`config.mk`:
```
export PLATFORM = sky130hd
export DESIGN_NAME = bus_demux3_flat
export DESIGN_NICKNAME = d
export VERILOG_FILES = /design/src/rtl/bus_demux3_if.sv /design/src/rtl/bus_demux3.sv /design/src/flat_wrapper.sv
export SDC_FILE = /design/constraint.sdc
export NUM_CORES = 1
export LEC_CHECK = 0
export ABC_AREA = 1
export BUFFER_PORTS_ARGS = -buffer_cell sky130_fd_sc_hd__buf_2
export CAP_MARGIN = 25
export CORE_UTILIZATION = 50
export DETAILED_ROUTE_END_ITERATION = 10
export PLACE_DENSITY = 0.86
export SYNTH_ARGS = -nofsm -noshare
export SYNTH_HDL_FRONTEND = slang
export SYNTH_SLANG_ARGS = --single-unit
```
`constraint.sdc`:
```
create_clock -name clk -period 3.9 [get_ports clk]
set_input_delay 0.78 -clock clk [delete_from_list [all_inputs] [get_ports clk]]
set_output_delay 0.78 -clock clk [all_outputs]
set_load 0.01 [all_outputs]
```
`src/rtl/bus_demux3_if.sv`:
```
// Master-side request/response bus of the 1-to-3 data-bus demux.
// The CPU load/store unit drives the master modport; the demux sits on the slave modport.
interface bus_demux3_if #(
  parameter int DATA_WIDTH = 32,
  parameter int ADDR_WIDTH = 32
);
  logic                  req;
  logic                  we;
  logic [ADDR_WIDTH-1:0] addr;
  logic [DATA_WIDTH-1:0] wdata;
  logic                  ready;
  logic                  rvalid;
  logic [DATA_WIDTH-1:0] rdata;
  logic                  err;

  modport master (
    output req, we, addr, wdata,
    input  ready, rvalid, rdata, err
  );

  modport slave (
    input  req, we, addr, wdata,
    output ready, rvalid, rdata, err
  );
endinterface

```
`src/rtl/bus_demux3.sv`:
```
// 1-to-3 data-bus demux: decodes the top 4 address bits, forwards one outstanding request
// to slave 0/1/2 and returns a single registered response pulse, with timeout and decode-error abort.
module bus_demux3 #(
  parameter int DATA_WIDTH = 32,
  parameter int ADDR_WIDTH = 32,
  parameter int TIMEOUT    = 16
) (
  input  logic                  clk,
  input  logic                  rst_n,
  bus_demux3_if.slave           m_bus,
  output logic [2:0]            o_s_req,
  output logic                  o_s_we,
  output logic [ADDR_WIDTH-1:0] o_s_addr,
  output logic [DATA_WIDTH-1:0] o_s_wdata,
  input  logic [2:0]            i_s_gnt,
  input  logic [2:0]            i_s_rvalid,
  input  logic [DATA_WIDTH-1:0] i_s_rdata0,
  input  logic [DATA_WIDTH-1:0] i_s_rdata1,
  input  logic [DATA_WIDTH-1:0] i_s_rdata2
);
  localparam int TW = $clog2(TIMEOUT + 1);
  localparam logic [TW-1:0]         TMR_ZERO  = TW'(0);
  localparam logic [TW-1:0]         TMR_ONE   = TW'(1);
  localparam logic [TW-1:0]         TMR_LAST  = TW'(TIMEOUT - 1);
  localparam logic [DATA_WIDTH-1:0] DATA_ZERO = {DATA_WIDTH{1'b0}};
  localparam logic [ADDR_WIDTH-1:0] ADDR_ZERO = {ADDR_WIDTH{1'b0}};

  typedef enum logic [2:0] {
    ST_IDLE = 3'd0,
    ST_REQ  = 3'd1,
    ST_RESP = 3'd2,
    ST_ERR  = 3'd3,
    ST_DONE = 3'd4
  } state_t;

  state_t                r_state;
  logic                  r_ready;
  logic                  r_rvalid;
  logic                  r_err;
  logic [DATA_WIDTH-1:0] r_rdata;
  logic [2:0]            r_s_req;
  logic                  r_s_we;
  logic [ADDR_WIDTH-1:0] r_s_addr;
  logic [DATA_WIDTH-1:0] r_s_wdata;
  logic [1:0]            r_sel;
  logic [TW-1:0]         r_timer;

  logic                  w_mapped;
  logic [1:0]            w_dec_sel;
  logic [2:0]            w_dec_oh;
  logic                  w_gnt;
  logic                  w_rvalid;
  logic [DATA_WIDTH-1:0] w_rdata;
  logic [DATA_WIDTH-1:0] w_resp_data;
  logic                  w_last;

  // Region decode of the incoming request address.
  always_comb begin
    w_mapped  = 1'b1;
    w_dec_sel = 2'd0;
    w_dec_oh  = 3'b000;
    case (m_bus.addr[ADDR_WIDTH-1 -: 4])
      4'h0: begin
        w_dec_sel = 2'd0;
        w_dec_oh  = 3'b001;
      end
      4'h1: begin
        w_dec_sel = 2'd1;
        w_dec_oh  = 3'b010;
      end
      4'h2: begin
        w_dec_sel = 2'd2;
        w_dec_oh  = 3'b100;
      end
      default: begin
        w_mapped  = 1'b0;
        w_dec_sel = 2'd0;
        w_dec_oh  = 3'b000;
      end
    endcase
  end

  // Only the captured slave's grant/response/data are visible to the FSM.
  always_comb begin
    w_gnt    = 1'b0;
    w_rvalid = 1'b0;
    w_rdata  = DATA_ZERO;
    case (r_sel)
      2'd0: begin
        w_gnt    = i_s_gnt[0];
        w_rvalid = i_s_rvalid[0];
        w_rdata  = i_s_rdata0;
      end
      2'd1: begin
        w_gnt    = i_s_gnt[1];
        w_rvalid = i_s_rvalid[1];
        w_rdata  = i_s_rdata1;
      end
      2'd2: begin
        w_gnt    = i_s_gnt[2];
        w_rvalid = i_s_rvalid[2];
        w_rdata  = i_s_rdata2;
      end
      default: begin
        w_gnt    = 1'b0;
        w_rvalid = 1'b0;
        w_rdata  = DATA_ZERO;
      end
    endcase
  end

  // Writes return zero data; reads return the selected slave's data.
  always_comb begin
    w_resp_data = DATA_ZERO;
    if (r_s_we) begin
      w_resp_data = DATA_ZERO;
    end else begin
      w_resp_data = w_rdata;
    end
  end

  assign w_last = (r_timer == TMR_LAST);

  // Transaction FSM; all outputs registered, response fields default to zero outside the pulse.
  always_ff @(posedge clk or negedge rst_n) begin
    if (!rst_n) begin
      r_state   <= ST_IDLE;
      r_ready   <= 1'b1;
      r_rvalid  <= 1'b0;
      r_err     <= 1'b0;
      r_rdata   <= DATA_ZERO;
      r_s_req   <= 3'b000;
      r_s_we    <= 1'b0;
      r_s_addr  <= ADDR_ZERO;
      r_s_wdata <= DATA_ZERO;
      r_sel     <= 2'd0;
      r_timer   <= TMR_ZERO;
    end else begin
      r_rvalid <= 1'b0;
      r_err    <= 1'b0;
      r_rdata  <= DATA_ZERO;
      case (r_state)
        ST_IDLE: begin
          r_ready <= 1'b1;
          if (m_bus.req) begin
            r_ready   <= 1'b0;
            r_timer   <= TMR_ZERO;
            r_s_we    <= m_bus.we;
            r_s_addr  <= m_bus.addr;
            r_s_wdata <= m_bus.wdata;
            r_sel     <= w_dec_sel;
            if (w_mapped) begin
              r_s_req <= w_dec_oh;
              r_state <= ST_REQ;
            end else begin
              r_rvalid <= 1'b1;
              r_err    <= 1'b1;
              r_state  <= ST_ERR;
            end
          end
        end
        ST_REQ: begin
          r_timer <= r_timer + TMR_ONE;
          // A response arriving with the grant, even on the last allowed cycle, beats the timeout.
          if (w_gnt && w_rvalid) begin
            r_s_req  <= 3'b000;
            r_rvalid <= 1'b1;
            r_rdata  <= w_resp_data;
            r_state  <= ST_DONE;
          end else if (w_last) begin
            r_s_req  <= 3'b000;
            r_rvalid <= 1'b1;
            r_err    <= 1'b1;
            r_state  <= ST_ERR;
          end else if (w_gnt) begin
            r_s_req <= 3'b000;
            r_state <= ST_RESP;
          end
        end
        ST_RESP: begin
          r_timer <= r_timer + TMR_ONE;
          if (w_rvalid) begin
            r_rvalid <= 1'b1;
            r_rdata  <= w_resp_data;
            r_state  <= ST_DONE;
          end else if (w_last) begin
            r_rvalid <= 1'b1;
            r_err    <= 1'b1;
            r_state  <= ST_ERR;
          end
        end
        ST_ERR, ST_DONE: begin
          r_ready <= 1'b1;
          r_state <= ST_IDLE;
        end
        default: begin
          r_ready <= 1'b1;
          r_s_req <= 3'b000;
          r_state <= ST_IDLE;
        end
      endcase
    end
  end

  assign m_bus.ready  = r_ready;
  assign m_bus.rvalid = r_rvalid;
  assign m_bus.err    = r_err;
  assign m_bus.rdata  = r_rdata;
  assign o_s_req      = r_s_req;
  assign o_s_we       = r_s_we;
  assign o_s_addr     = r_s_addr;
  assign o_s_wdata    = r_s_wdata;
endmodule
```
`src/flat_wrapper.sv`:
```
// flat-port wrapper written by rule: the top's interface ports become plain ports
module bus_demux3_flat 
#(
  parameter int DATA_WIDTH = 32,
  parameter int ADDR_WIDTH = 32,
  parameter int TIMEOUT    = 16
)
  (clk, rst_n, o_s_req, o_s_we, o_s_addr, o_s_wdata, i_s_gnt, i_s_rvalid, i_s_rdata0, i_s_rdata1, i_s_rdata2, m_bus_req, m_bus_we, m_bus_addr, m_bus_wdata, m_bus_ready, m_bus_rvalid, m_bus_rdata, m_bus_err);
  bus_demux3_if #(.DATA_WIDTH(DATA_WIDTH), .ADDR_WIDTH(ADDR_WIDTH)) m_bus_i ();
  input  logic clk;
  input  logic rst_n;
  output logic [2:0] o_s_req;
  output logic o_s_we;
  output logic [ADDR_WIDTH-1:0] o_s_addr;
  output logic [DATA_WIDTH-1:0] o_s_wdata;
  input  logic [2:0] i_s_gnt;
  input  logic [2:0] i_s_rvalid;
  input  logic [DATA_WIDTH-1:0] i_s_rdata0;
  input  logic [DATA_WIDTH-1:0] i_s_rdata1;
  input  logic [DATA_WIDTH-1:0] i_s_rdata2;
  input wire logic [$bits(m_bus_i.req)-1:0] m_bus_req;
  input wire logic [$bits(m_bus_i.we)-1:0] m_bus_we;
  input wire logic [$bits(m_bus_i.addr)-1:0] m_bus_addr;
  input wire logic [$bits(m_bus_i.wdata)-1:0] m_bus_wdata;
  output wire logic [$bits(m_bus_i.ready)-1:0] m_bus_ready;
  output wire logic [$bits(m_bus_i.rvalid)-1:0] m_bus_rvalid;
  output wire logic [$bits(m_bus_i.rdata)-1:0] m_bus_rdata;
  output wire logic [$bits(m_bus_i.err)-1:0] m_bus_err;
  assign m_bus_i.req = m_bus_req;
  assign m_bus_i.we = m_bus_we;
  assign m_bus_i.addr = m_bus_addr;
  assign m_bus_i.wdata = m_bus_wdata;
  assign m_bus_ready = m_bus_i.ready;
  assign m_bus_rvalid = m_bus_i.rvalid;
  assign m_bus_rdata = m_bus_i.rdata;
  assign m_bus_err = m_bus_i.err;
  bus_demux3 #(.DATA_WIDTH(DATA_WIDTH), .ADDR_WIDTH(ADDR_WIDTH), .TIMEOUT(TIMEOUT)) u_core (.clk(clk), .rst_n(rst_n), .m_bus(m_bus_i), .o_s_req(o_s_req), .o_s_we(o_s_we), .o_s_addr(o_s_addr), .o_s_wdata(o_s_wdata), .i_s_gnt(i_s_gnt), .i_s_rvalid(i_s_rvalid), .i_s_rdata0(i_s_rdata0), .i_s_rdata1(i_s_rdata1), .i_s_rdata2(i_s_rdata2));
endmodule
```
Word level (Yosys, flattened, before mapping)
Index checks and enable logic that the tools add are counted.
- bits in registers: 113
- bits of input ports: 170
- output and inout bits: 103
- word-level logic and storage cells: 75
- add/subtract/negate cells: 1
- equal/unequal tests: 13
- mux-type cells: 37
- bitwise logic cells: 1
- reduce and logical (&&, ||, !) cells: 12
- operators with widths (operator ; count):
    2-to-1 mux 32 bit ; 3
    case mux 32 bit (3 select lines) ; 1
    case mux 32 bit (2 select lines) ; 1
    2-to-1 mux 3 bit ; 11
    case mux 3 bit (3 select lines) ; 3
    case mux 1 bit (3 select lines) ; 4
    case mux 5 bit (2 select lines) ; 1
    2-to-1 mux 1 bit ; 9
    == test 3 x 2 -> 1 bit (second input constant) ; 2
    OR reduction 3 bit ; 2
    adder 5 x 1 -> 5 bit (second input constant) ; 1
    == test 5 x 4 -> 1 bit (second input constant) ; 1
    2-to-1 mux 5 bit ; 1
    == test 4 x 1 -> 1 bit (second input constant) ; 1
    == test 4 x 2 -> 1 bit (second input constant) ; 1
    zero test 4 bit ; 1
    inequality test 4 x 1 -> 1 bit (second input constant) ; 1
    case mux 2 bit (2 select lines) ; 1
    AND reduction 2 bit ; 2
    AND reduction 4 bit ; 1
    == test 3 x 1 -> 1 bit (second input constant) ; 1
    == test 3 bit (second input constant) ; 1
    zero test 3 bit ; 1
    inequality test 3 x 1 -> 1 bit (second input constant) ; 1
    12 further kinds ; 12

Logic depth before layout (Yosys ltp)
- depth after elaboration: 6
- gate-level depth with buffers: 11
- mapped depth without buffers: 11

Worst setup path after synthesis
Ideal clock, no wire load.
- path type: input port to flip-flop
- start point: input port i_s_rvalid[2]
- end point: register u_core.r_rdata[0], in the netlist u_core.m_bus.rdata[0]
- library setup time: 118 ps
- arrival: 1478 ps
- required time: 3782 ps
- setup slack: 2304 ps
- cell stages on the path: 7
- path buffers: 1
- path through: nand3_1 > nand3_2 > nand2_2 > inv_2 > buf_4 > nand3_1 > nand2_1
- longest elaborated chain between the ends: 4
- elaborated cells between the ends (all ways): 5
- those cells by class: mux: 4; reduce/logical: 1
- ends and longest elaborated chain (element ; RTL line ; text):
    start: declaration ; flat_wrapper.sv:17 ; input logic [2:0] i_s_rvalid;
    case mux 1 bit (3 select lines) * ; bus_demux3.sv:88 ; case (r_sel)
    logical AND 1 bit ; bus_demux3.sv:165 ; if (w_gnt && w_rvalid) begin
    2-to-1 mux 32 bit ; bus_demux3.sv:165 ;
    case mux 32 bit (2 select lines) * ; bus_demux3.sv:142 ; case (r_state)
    end signal: assignment ; bus_demux3.sv:168 ; r_rdata <= w_resp_data;
    end signal: assignment ; bus_demux3.sv:184 ; r_rdata <= w_resp_data;
    end: declaration ; bus_demux3.sv:40 ; logic [DATA_WIDTH-1:0] r_rdata;
Mark *: on every way between the ends. The rest lies on a longest branch, timed or not.
A chain may end at the register's enable or synchronous reset.

Worst setup path after layout
- start point: register u_core.r_sel[0]
- end point: register u_core.r_rdata[26], in the netlist u_core.m_bus.rdata[26]
- longest elaborated chain between the ends: 5
- elaborated cells between the ends (all ways): 11
- those cells by class: eq/ne: 2; mux: 7; reduce/logical: 2
- ends and longest elaborated chain (element ; RTL line ; text):
    start: declaration ; bus_demux3.sv:45 ; logic [1:0] r_sel;
    start signal: assignment ; bus_demux3.sv:151 ; r_sel <= w_dec_sel;
    == test 2 bit (tied with other cells) ; bus_demux3.sv:88 ;
    case mux 32 bit (3 select lines) or case mux 1 bit (3 select lines) (tied branches) ; bus_demux3.sv:88 ;
    2-to-1 mux 32 bit or logical AND 1 bit (tied branches) ; bus_demux3.sv:115, bus_demux3.sv:165 ;
    2-to-1 mux 32 bit (on tied branches) ; bus_demux3.sv:182, bus_demux3.sv:165 ;
    case mux 32 bit (2 select lines) * ; bus_demux3.sv:142 ;
Marked as above.

==> results.sh <==
export IMPL_status="finished clean"
export IMPL_r2r_end="u_core.m_bus.rdata[26]"
export IMPL_place_inst=1117
export IMPL_maxSlewViolCount=0
export IMPL_hp_class="in2async"
export IMPL_synth_nets=915
export IMPL_fmax_mhz=353
export IMPL_r2r_worst_path_cells=7
export IMPL_synth_top_cell_by_area="dfrtp_1"
export IMPL_initial_core_util_pct=52.1
export IMPL_cts_repair_resized=0
export IMPL_cts_max_level=4
export IMPL_port_buffers=272
export IMPL_cp_required_ps=4340
export IMPL_core_mm2=0.0105
export IMPL_crit_arrival_ps=3280
export IMPL_clkTransAtPathRegs_ps=60
export IMPL_gr_usage_all_layers_pct=28.8
export IMPL_grt_max_degree=66
export IMPL_gp_congestion=0.882
export IMPL_cts_tree="yes"
export IMPL_hpwlAfterDp_mm=11.2
export IMPL_r2r_start="u_core.r_sel[0]"
export IMPL_drt_pass1_iter_count=4
export IMPL_tightest_slew_ps=992
export IMPL_die_x_um=106
export IMPL_path_max_fanout=36
export IMPL_finalWirelength_mm=15.5
export IMPL_ioPinCount=273
export IMPL_hold_viol=0
export IMPL_clkSinkCount=113
export IMPL_dieArea_mm2=0.0113
export IMPL_drive_above_1_share_pct=31.5
export IMPL_synth_area_top_cells="dfrtp_1 51%, nand2_1 26%, nand3_1 10%, inv_1 3.3%, clkbuf_1 1.3%"
export IMPL_synth_top_area_share_pct=51.4
export IMPL_setup_violations=0
export IMPL_postSynthAreaPerCell_um2=7.33
export IMPL_cts_setup_buffers=0
export IMPL_finClkSkew_ps=7.23
export IMPL_period_share_pct=72.7
export IMPL_antenna_found_initial=0
export IMPL_first_global_vias=5408
export IMPL_cp_start_kind="register"
export IMPL_ctsHoldBuffers=0
export IMPL_critical_path_class="reg2reg"
export IMPL_r2r_slack_ps=1070
export IMPL_p_leak_nw=4.62
export IMPL_ant_nets=0
export IMPL_diodes=0
export IMPL_std_cell_rows=37
export IMPL_cap_violations=0
export IMPL_peakVddDrop_mv=0.428
export IMPL_drc=0
export IMPL_relSlewSlack_pct=33.4
export IMPL_area_growth_pct=38.4
export IMPL_cts_root_buf="clkbuf_8"
export IMPL_synth_seq_cells=113
export IMPL_multi_input_area_mm2=0.00223
export IMPL_vias=5704
export IMPL_ys_types=25
export IMPL_vias_per_cell=4.96
export IMPL_cts_made_buffers=17
export IMPL_dr_first_iter_drc_count=430
export IMPL_finalNonFillerCells=1149
export IMPL_fin_setup_tns_ps=0
export IMPL_register_area_mm2=0.00283
export IMPL_syn_area_mm2=0.00545
export IMPL_yosysSeqAreaShare_pct=51.9
export IMPL_fillers=849
export IMPL_end_kind="register"
export IMPL_wl_per_cell_um=13.5
export IMPL_rsz0062_at_grt="false"
export IMPL_grt_pass1_wl_mm=25.2
export IMPL_yosys_warnings=0
export IMPL_clk_latency_ps=510
export IMPL_synthCells=743
export IMPL_chipHeight_um=106
export IMPL_min_period_ps=2830
export IMPL_overflow=0
export IMPL_nNetsFinal=1172
export IMPL_power_density_mw_per_mm2=794
export IMPL_max_clock_path_buffers=2
placed cells by master (no fill, tap or decap), drive strengths merged:
| cell type | instances |
|---|---|
| o21ai | 11 |
| dfstp | 1 |
| clkinvlp | 2 |
| dfrtp | 112 |
| bufinv | 4 |
| xor2 | 1 |
| clkbuf | 18 |
| ha | 2 |
| nand4 | 3 |
| inv | 55 |
| nand2 | 382 |
| nor2 | 17 |
| buf | 277 |
| o22ai | 2 |
| o21bai | 1 |
| clkinv | 10 |
| nor4 | 1 |
| a21oi | 2 |
| nand3 | 111 |
| a22o | 1 |
cell families (layout without fill, tap and decap cells):
group           count (synthesis)  count (layout)  synth area share, %
simple gates                  514             514                 38.5
flops                         113             113                 51.9
buf+inv                        96             366                 7.28
compound gates                 17              17                 1.72
fa+ha+maj                       2               2                0.459
xor+xnor                        1               1                0.161
state kept, by name, indices dropped and copies added, names as in the netlist:
| register | flops |
|---|---|
| u_core.m_bus.err | 1 |
| u_core.m_bus.rdata | 32 |
| u_core.m_bus.ready | 1 |
| u_core.m_bus.rvalid | 1 |
| u_core.o_s_addr | 32 |
| u_core.o_s_req | 3 |
| u_core.o_s_wdata | 32 |
| u_core.o_s_we | 1 |
| u_core.r_sel | 2 |
| u_core.r_state | 3 |
| u_core.r_timer | 5 |
critical path, stage by stage (launching register included):
cell	delay (ps)
dfrtp_1	470
nor2_4	600
nand2_1	190
nand3_2	550
nand2_2	190
inv_2	480
nand3_1	160
nand2_1	110
cell type report:
| class | instances | share of cell area (%) |
|---|---|---|
| flip-flops and latches | 113 | 37.5 |
| multi-input cells | 534 | 29.6 |
| clock inverters | 14 | 2.67 |
| repair buffers | 277 | 19.4 |
| inverters | 57 | 2.84 |
| clock buffers | 18 | 5.67 |
| well taps | 136 | 2.26 |
how the worst max path moves through the flow:
stage | end | start | cells after the start | slack (ps)
finish | u_core.m_bus.rdata[26] | u_core.r_sel[0] | 7 | 1070
global route | u_core.m_bus.rdata[29] | u_core.r_sel[0] | 7 | 770
CTS | u_core.m_bus.rdata[26] | u_core.r_sel[0] | 7 | 1050
detailed placement | u_core.m_bus.rdata[26] | u_core.r_sel[0] | 7 | 1070
global placement | u_core.m_bus.rdata[24] | u_core.r_sel[0] | 7 | 1150
floorplan | u_core.m_bus.rdata[0] | i_s_rvalid[2] | 7 | 2300
synth_stat cells:
cell type and instances:
nand2_1 381, dfrtp_1 112, nand3_1 110, inv_1 48
clkbuf_1 19, nor2_1 15, buf_2 11, o21ai_0 11
buf_4 6, clkinv_1 6, buf_1 3, inv_2 3
nand4_1 3, a21oi_1 2, ha_1 2, o22ai_1 2
a22o_1 1, dfstp_2 1, nand2_2 1, nand3_2 1
nor2_2 1, nor2_4 1, nor4_1 1, o21bai_1 1
xor2_1 1
metrics by stage:
step | instance area (um^2) | hold slack, ps | worst slack [ps] | util, % | total power [mW]
after floorplan | 5450 | 474 | 2300 | - | 3.46
after global placement | 6840 | 449 | 1150 | 65.4 | 4.25
after detailed placement | 6910 | 453 | 1070 | 66.1 | 4.37
after CTS | 7540 | 345 | 1050 | 72.1 | 6.02
after global routing | 7540 | 374 | 767 | 72.1 | 6.44
final | 7540 | 321 | 1070 | 72.1 | 5.99
metal layers:
metal,up-vias,share of wire [%],global-route usage (%)
li1,2823,-,-
met1,2625,40,33.4
met2,226,51,50.8
met3,30,7.2,6.44
met4,0,2.5,12.4
met5,-,0,0
report_power, final:
group,switching (mW),internal (mW),total [mW]
Clock,0.566,1.06,1.63
Combinational,1.64,0.848,2.49
Sequential,0.231,1.64,1.87
(Power assumes the default switching activity.)
